`config.mk`:
```
export PLATFORM = sky130hd
export DESIGN_NAME = dram_arbiter
export DESIGN_NICKNAME = d
export VERILOG_FILES = /design/src/rtl/dram_arbiter.sv
export SDC_FILE = /design/constraint.sdc
export NUM_CORES = 1
export LEC_CHECK = 0
export BUFFER_PORTS_ARGS = -buffer_cell sky130_fd_sc_hd__buf_4
export CAP_MARGIN = 30
export CELL_PAD_IN_SITES_DETAIL_PLACEMENT = 1
export CELL_PAD_IN_SITES_GLOBAL_PLACEMENT = 1
export CORE_MARGIN = 2
export CORE_UTILIZATION = 21
export CTS_CLUSTER_SIZE = 20
export DETAILED_ROUTE_END_ITERATION = 6
export PLACE_DENSITY = 0.88
export SYNTH_ARGS = -nofsm -noshare
export SYNTH_HDL_FRONTEND = slang
export SYNTH_SLANG_ARGS = --single-unit
```
`constraint.sdc`:
```
create_clock -name clk_i -period 2.46 [get_ports clk_i]
set_clock_uncertainty 0.05 [all_clocks]
set_input_delay 0.246 -clock clk_i [delete_from_list [all_inputs] [get_ports clk_i]]
set_output_delay 0.246 -clock clk_i [all_outputs]
set_load 0.03 [all_outputs]
```
`src/rtl/dram_arbiter.sv`:
```
// Data-RAM arbiter: CPU has priority, a DMA requester is served on idle CPU cycles
// or by a one-cycle forced CPU stall after STARVE_MAX waiting cycles. Optional stats: DRAM_ARB_STATS_EN.
module dram_arbiter #(
    parameter int ADDR_W     = 9,
    parameter int STARVE_MAX = 4
) (
    input  logic              clk_i,
    input  logic              rst_i,
    input  logic [ADDR_W-1:0] cpu_adr_i,
    input  logic              cpu_re_i,
    input  logic              cpu_we_i,
    input  logic [7:0]        cpu_dat_i,
    output logic              cpu_stall_o,
    input  logic [ADDR_W-1:0] dma_adr_i,
    input  logic [7:0]        dma_dat_i,
    input  logic              dma_stb_i,
    input  logic              dma_we_i,
    output logic              dma_ack_o,
    output logic [7:0]        dma_dat_o,
    output logic [ADDR_W-1:0] ram_adr_o,
    output logic              ram_we_o,
    output logic [7:0]        ram_dat_o,
`ifdef DRAM_ARB_STATS_EN
    output logic [15:0]       stat_grants_o,
    output logic [15:0]       stat_stalls_o,
`endif
    input  logic [7:0]        ram_dat_i
);
    // state     | meaning
    // S_IDLE    | a DMA grant may be issued this cycle
    // S_DMA_ACK | granted DMA access completes, CPU owns the RAM
    typedef enum logic {S_IDLE, S_DMA_ACK} state_t;

    localparam logic [3:0] STARVE_LIM = 4'(STARVE_MAX);

    state_t     state_q;
    logic       ack_q;
    logic [3:0] starve_q, starve_d;
    logic       cpu_req, grant;

    assign cpu_req = cpu_re_i | cpu_we_i;
    assign grant   = ~rst_i & (state_q == S_IDLE) & dma_stb_i
                   & (~cpu_req | (starve_q == STARVE_LIM));

    always_comb begin
        starve_d = starve_q;
        if (grant || !dma_stb_i) begin
            starve_d = '0;
        end else if (starve_q != STARVE_LIM) begin
            starve_d = starve_q + 4'd1;
        end
    end

    always_ff @(posedge clk_i) begin
        if (rst_i) begin
            state_q  <= S_IDLE;
            ack_q    <= 1'b0;
            starve_q <= '0;
        end else begin
            starve_q <= starve_d;
            case (state_q)
                S_IDLE: begin
                    if (grant) begin
                        state_q <= S_DMA_ACK;
                        ack_q   <= 1'b1;
                    end
                end
                S_DMA_ACK: begin
                    state_q <= S_IDLE;
                    ack_q   <= 1'b0;
                end
                default: begin
                    state_q <= S_IDLE;
                    ack_q   <= 1'b0;
                end
            endcase
        end
    end

    // Reset in the ack cycle aborts the access, so the ack is masked by rst_i.
    assign dma_ack_o   = ack_q & ~rst_i;
    assign dma_dat_o   = dma_ack_o ? ram_dat_i : 8'h00;
    assign cpu_stall_o = grant & cpu_req;
    assign ram_adr_o   = grant ? dma_adr_i : cpu_adr_i;
    assign ram_dat_o   = grant ? dma_dat_i : cpu_dat_i;
    assign ram_we_o    = ~rst_i & (grant ? dma_we_i : cpu_we_i);

`ifdef DRAM_ARB_STATS_EN
    logic [15:0] stat_grants_q, stat_stalls_q;

    always_ff @(posedge clk_i) begin
        if (rst_i) begin
            stat_grants_q <= '0;
            stat_stalls_q <= '0;
        end else begin
            if (grant)       stat_grants_q <= stat_grants_q + 16'd1;
            if (cpu_stall_o) stat_stalls_q <= stat_stalls_q + 16'd1;
        end
    end

    assign stat_grants_o = stat_grants_q;
    assign stat_stalls_o = stat_stalls_q;
`endif

endmodule

```
==> flow_metrics.tcl <==
set metrics [dict create \
    run_status "finished clean" \
    clk-insertion-delay-late_ns 0.25 \
    final_layout_size_suffix_gt1_frac 0.7014 \
    start_util 0.2168 \
    synthArstFlopShare 0 \
    holdBufCountCts 0 \
    wl_per_cell_microns 14.75 \
    ant_nets 0 \
    worst_setup_path_startpoint "starve_q[0]" \
    nNetsFinal 196 \
    worst_hold_path.num_cells 4 \
    rr_startpoint "starve_q[0]" \
    io-pin-count 76 \
    worstSetupEndpointType "output pin" \
    synth_top_cells_by_count "9 x sky130_fd_sc_hd__mux2_2, 8 x sky130_fd_sc_hd__and2_1, 8 x sky130_fd_sc_hd__mux2_4" \
    finalWorstPathRequiredPeriod_ns 2.380 \
    cts_root_buffer "sky130_fd_sc_hd__clkbuf_4" \
    min-delay-path-class "in -> reg" \
    place_hpwl_microns 2309 \
    num_vias 798 \
    fmaxAchievable_mhz 420.2 \
    final_hold_viol_count 0 \
    final_core_util 0.4315 \
    coreArea_sq_um 2978 \
    die_footprint_sq_um 3534 \
    setup.reg_to_reg.worst_slack_ns 0.78 \
    syn-cell-area_sq_um 645.6 \
    topRoutingLayerUsed "met4" \
    leakage_nw 0.6850 \
    timing.critical_path.from_type "flip-flop" \
    place_ws_ns 0.3424 \
    first_iter_violations 19 \
    cp_max_fo 9 \
    synth.ff_latch_count 6 \
    holdWs_ns 0.3465 \
    timing.final.crit_share 0.9674 \
    global_route.overflow_total 0 \
    post-cts-setup-buffer-count 0 \
    rsz0062_at_grt "no" \
    cts_num_sinks 6 \
    cts_buffer_depth 2 \
    globalplace.congestion 0.6919 \
    syn-instance-count 67 \
    post_synthesis_to_final_layout_area_growth_pct 99.03 \
    max_cap_viol_count 0 \
    post-route-drc-count 0 \
    ws_path_type "reg -> out" \
    htree_num_levels 1 \
    library_cell_with_the_highest_instance_count_after_synthesis "sky130_fd_sc_hd__mux2_2" \
    grt_first_pass_wirelength_microns 3788 \
    synth.yosys.seq_area_share 0.1860 \
    post-route-worst-setup-slack_ns 0.08026 \
    worst_slew_margin_rel 0.6878 \
    required_ns 2.16 \
    worst-slew-pin-transition_ns 0.4674 \
    pin_count_of_the_biggest_net_entering_global_routing 20 \
    synth_area_per_cell_sq_um 9.636 \
    via_per_inst 4.508 \
    filler_instances 371 \
    postSynth.topFlopCell "sky130_fd_sc_hd__dfxtp_1" \
    ys.warnings.count 0 \
    power.density_nw_per_um2 307.8 \
    post-synth-top-area-cell "sky130_fd_sc_hd__dfxtp_1" \
    floorplan.die.height_microns 59.45 \
    detailroute.wirelength.met3_microns 129 \
    worst_ep_arrival_time_ns 2.08 \
    port-buffer-count 75 \
    postSynthNetCount 117 \
    timing.final.setup_violations 0 \
    antenna_cells_inserted 0 \
    ys_top_cells_by_area "sky130_fd_sc_hd__dfxtp_1 19%, sky130_fd_sc_hd__mux2_4 19%, sky130_fd_sc_hd__mux2_2 16%" \
    clkSlewWorstSetupHoldPaths_ns 0.05 \
    endpoint "ram_dat_o[3]" \
    antenna_violations_before_repair 0 \
    post_synth_num_cell_types 24 \
    timing.reg2reg.worst_path_depth 5 \
    final-max-slew-violation-count 0 \
    detail_route.wirelength_microns 2610 \
    irDropWorstVdd_v 0.00009359 \
    met2_wirelength_microns 1549 \
    synth_enable_flop_cells 0 \
    drt_first_pass_iters 4 \
    die_width_microns 59.45 \
    cts_buffers 3 \
    cts_tree "yes" \
    finalSetupTns_ns 0 \
    yosysTopAreaCellShare 0.1860 \
    track_usage 0.1471 \
    reg2reg_to "starve_q[1]" \
    detail_route.wirelength.met1_microns 875 \
    site_rows 20 \
    number_of_global_route_vias_before_repair 852 \
]
report_power, final:
group / internal (mW) / leakage (nW) / total [mW] / switching, mW
clock: 0.0555 / 0.0138 / 0.0954 / 0.0400
sequential: 0.101 / 0.0493 / 0.103 / 0.00233
combinational: 0.107 / 0.622 / 0.197 / 0.0896
registers in the layout, indices dropped and copies added, names as in the netlist:
signal    count
starve_q      4
ack_q         1
state_q       1
kinds of logic (layout without fill, tap and decap cells):
kind of cell / after synthesis / after routing / synth area share
AO/OA/AOI/OAI: 8 / 8 / 0.1027
XOR/XNOR: 2 / 2 / 0.02714
adder cells (fa/ha/maj): 2 / 2 / 0.03875
buffers and inverters: 9 / 86 / 0.08914
flip-flops: 6 / 6 / 0.1861
multiplexers: 18 / 18 / 0.3585
AND/OR/NAND/NOR: 22 / 22 / 0.1977
routing by layer:
metal,GRT usage,vias up
met5,0,-
met4,0.07792,0
met3,0.01310,5
met2,0.2841,44
met1,0.1531,365
li1,-,384
worst min-delay path by stage:
stage,startpoint,end,slack (ns)
finish,rst_i,ack_q,0.35
global route,rst_i,starve_q[2],0.42
CTS,rst_i,ack_q,0.35
detailed placement,starve_q[1],starve_q[1],0.48
global placement,starve_q[1],starve_q[1],0.43
floorplan,starve_q[1],starve_q[1],0.41
stage by stage:
| step | instance area [sq um] | cells | power [mW] |
|---|---|---|---|
| finish | 1285 | 177 | 0.3955 |
| global route | 1285 | 177 | 0.4197 |
| CTS | 1257 | 176 | 0.4007 |
| detailed placement | 1235 | 173 | 0.3009 |
| global placement | 1235 | 173 | 0.2938 |
| floorplan | 645.6 | 67 | 0.1998 |
timing repair:
action	CTS	global route
endpoints found under the setup margin	0	11
gates resized for setup	0	2
hold endpoints to repair	0	0
placed cells by master (no fill, tap or decap), drive strengths merged:
cell,instances
nand3b,2
mux2i,1
nand3,1
mux2,17
and3b,1
o21ai,2
a21oi,3
ha,2
nand2,3
buf,76
a2111o,1
xnor2,2
nor2b,1
o31ai,1
nor2,5
and2,8
inv,6
o41a,1
dfxtp,6
clkbuf,4
nor3b,1
cell type report:
| cell class | count | area, sq um | area share |
|---|---|---|---|
| Inverter | 6 | 22.52 | 0.01753 |
| Tap cell | 33 | 41.29 | 0.03213 |
| Multi-Input combinational cell | 52 | 469.2 | 0.3651 |
| Timing Repair Buffer | 77 | 608.1 | 0.4732 |
| Sequential cell | 6 | 121.4 | 0.09445 |
| Clock buffer | 3 | 22.52 | 0.01753 |
critical path, stage by stage, from the launching register on:
cell and delay, ns:
sky130_fd_sc_hd__dfxtp_1 0.35, sky130_fd_sc_hd__inv_1 0.07, sky130_fd_sc_hd__ha_1 0.24, sky130_fd_sc_hd__and3b_2 0.28, sky130_fd_sc_hd__o21ai_4 0.20, sky130_fd_sc_hd__clkbuf_16 0.20, sky130_fd_sc_hd__mux2_4 0.31, sky130_fd_sc_hd__buf_4 0.17
Note: power is estimated with default switching activity, not from simulation.
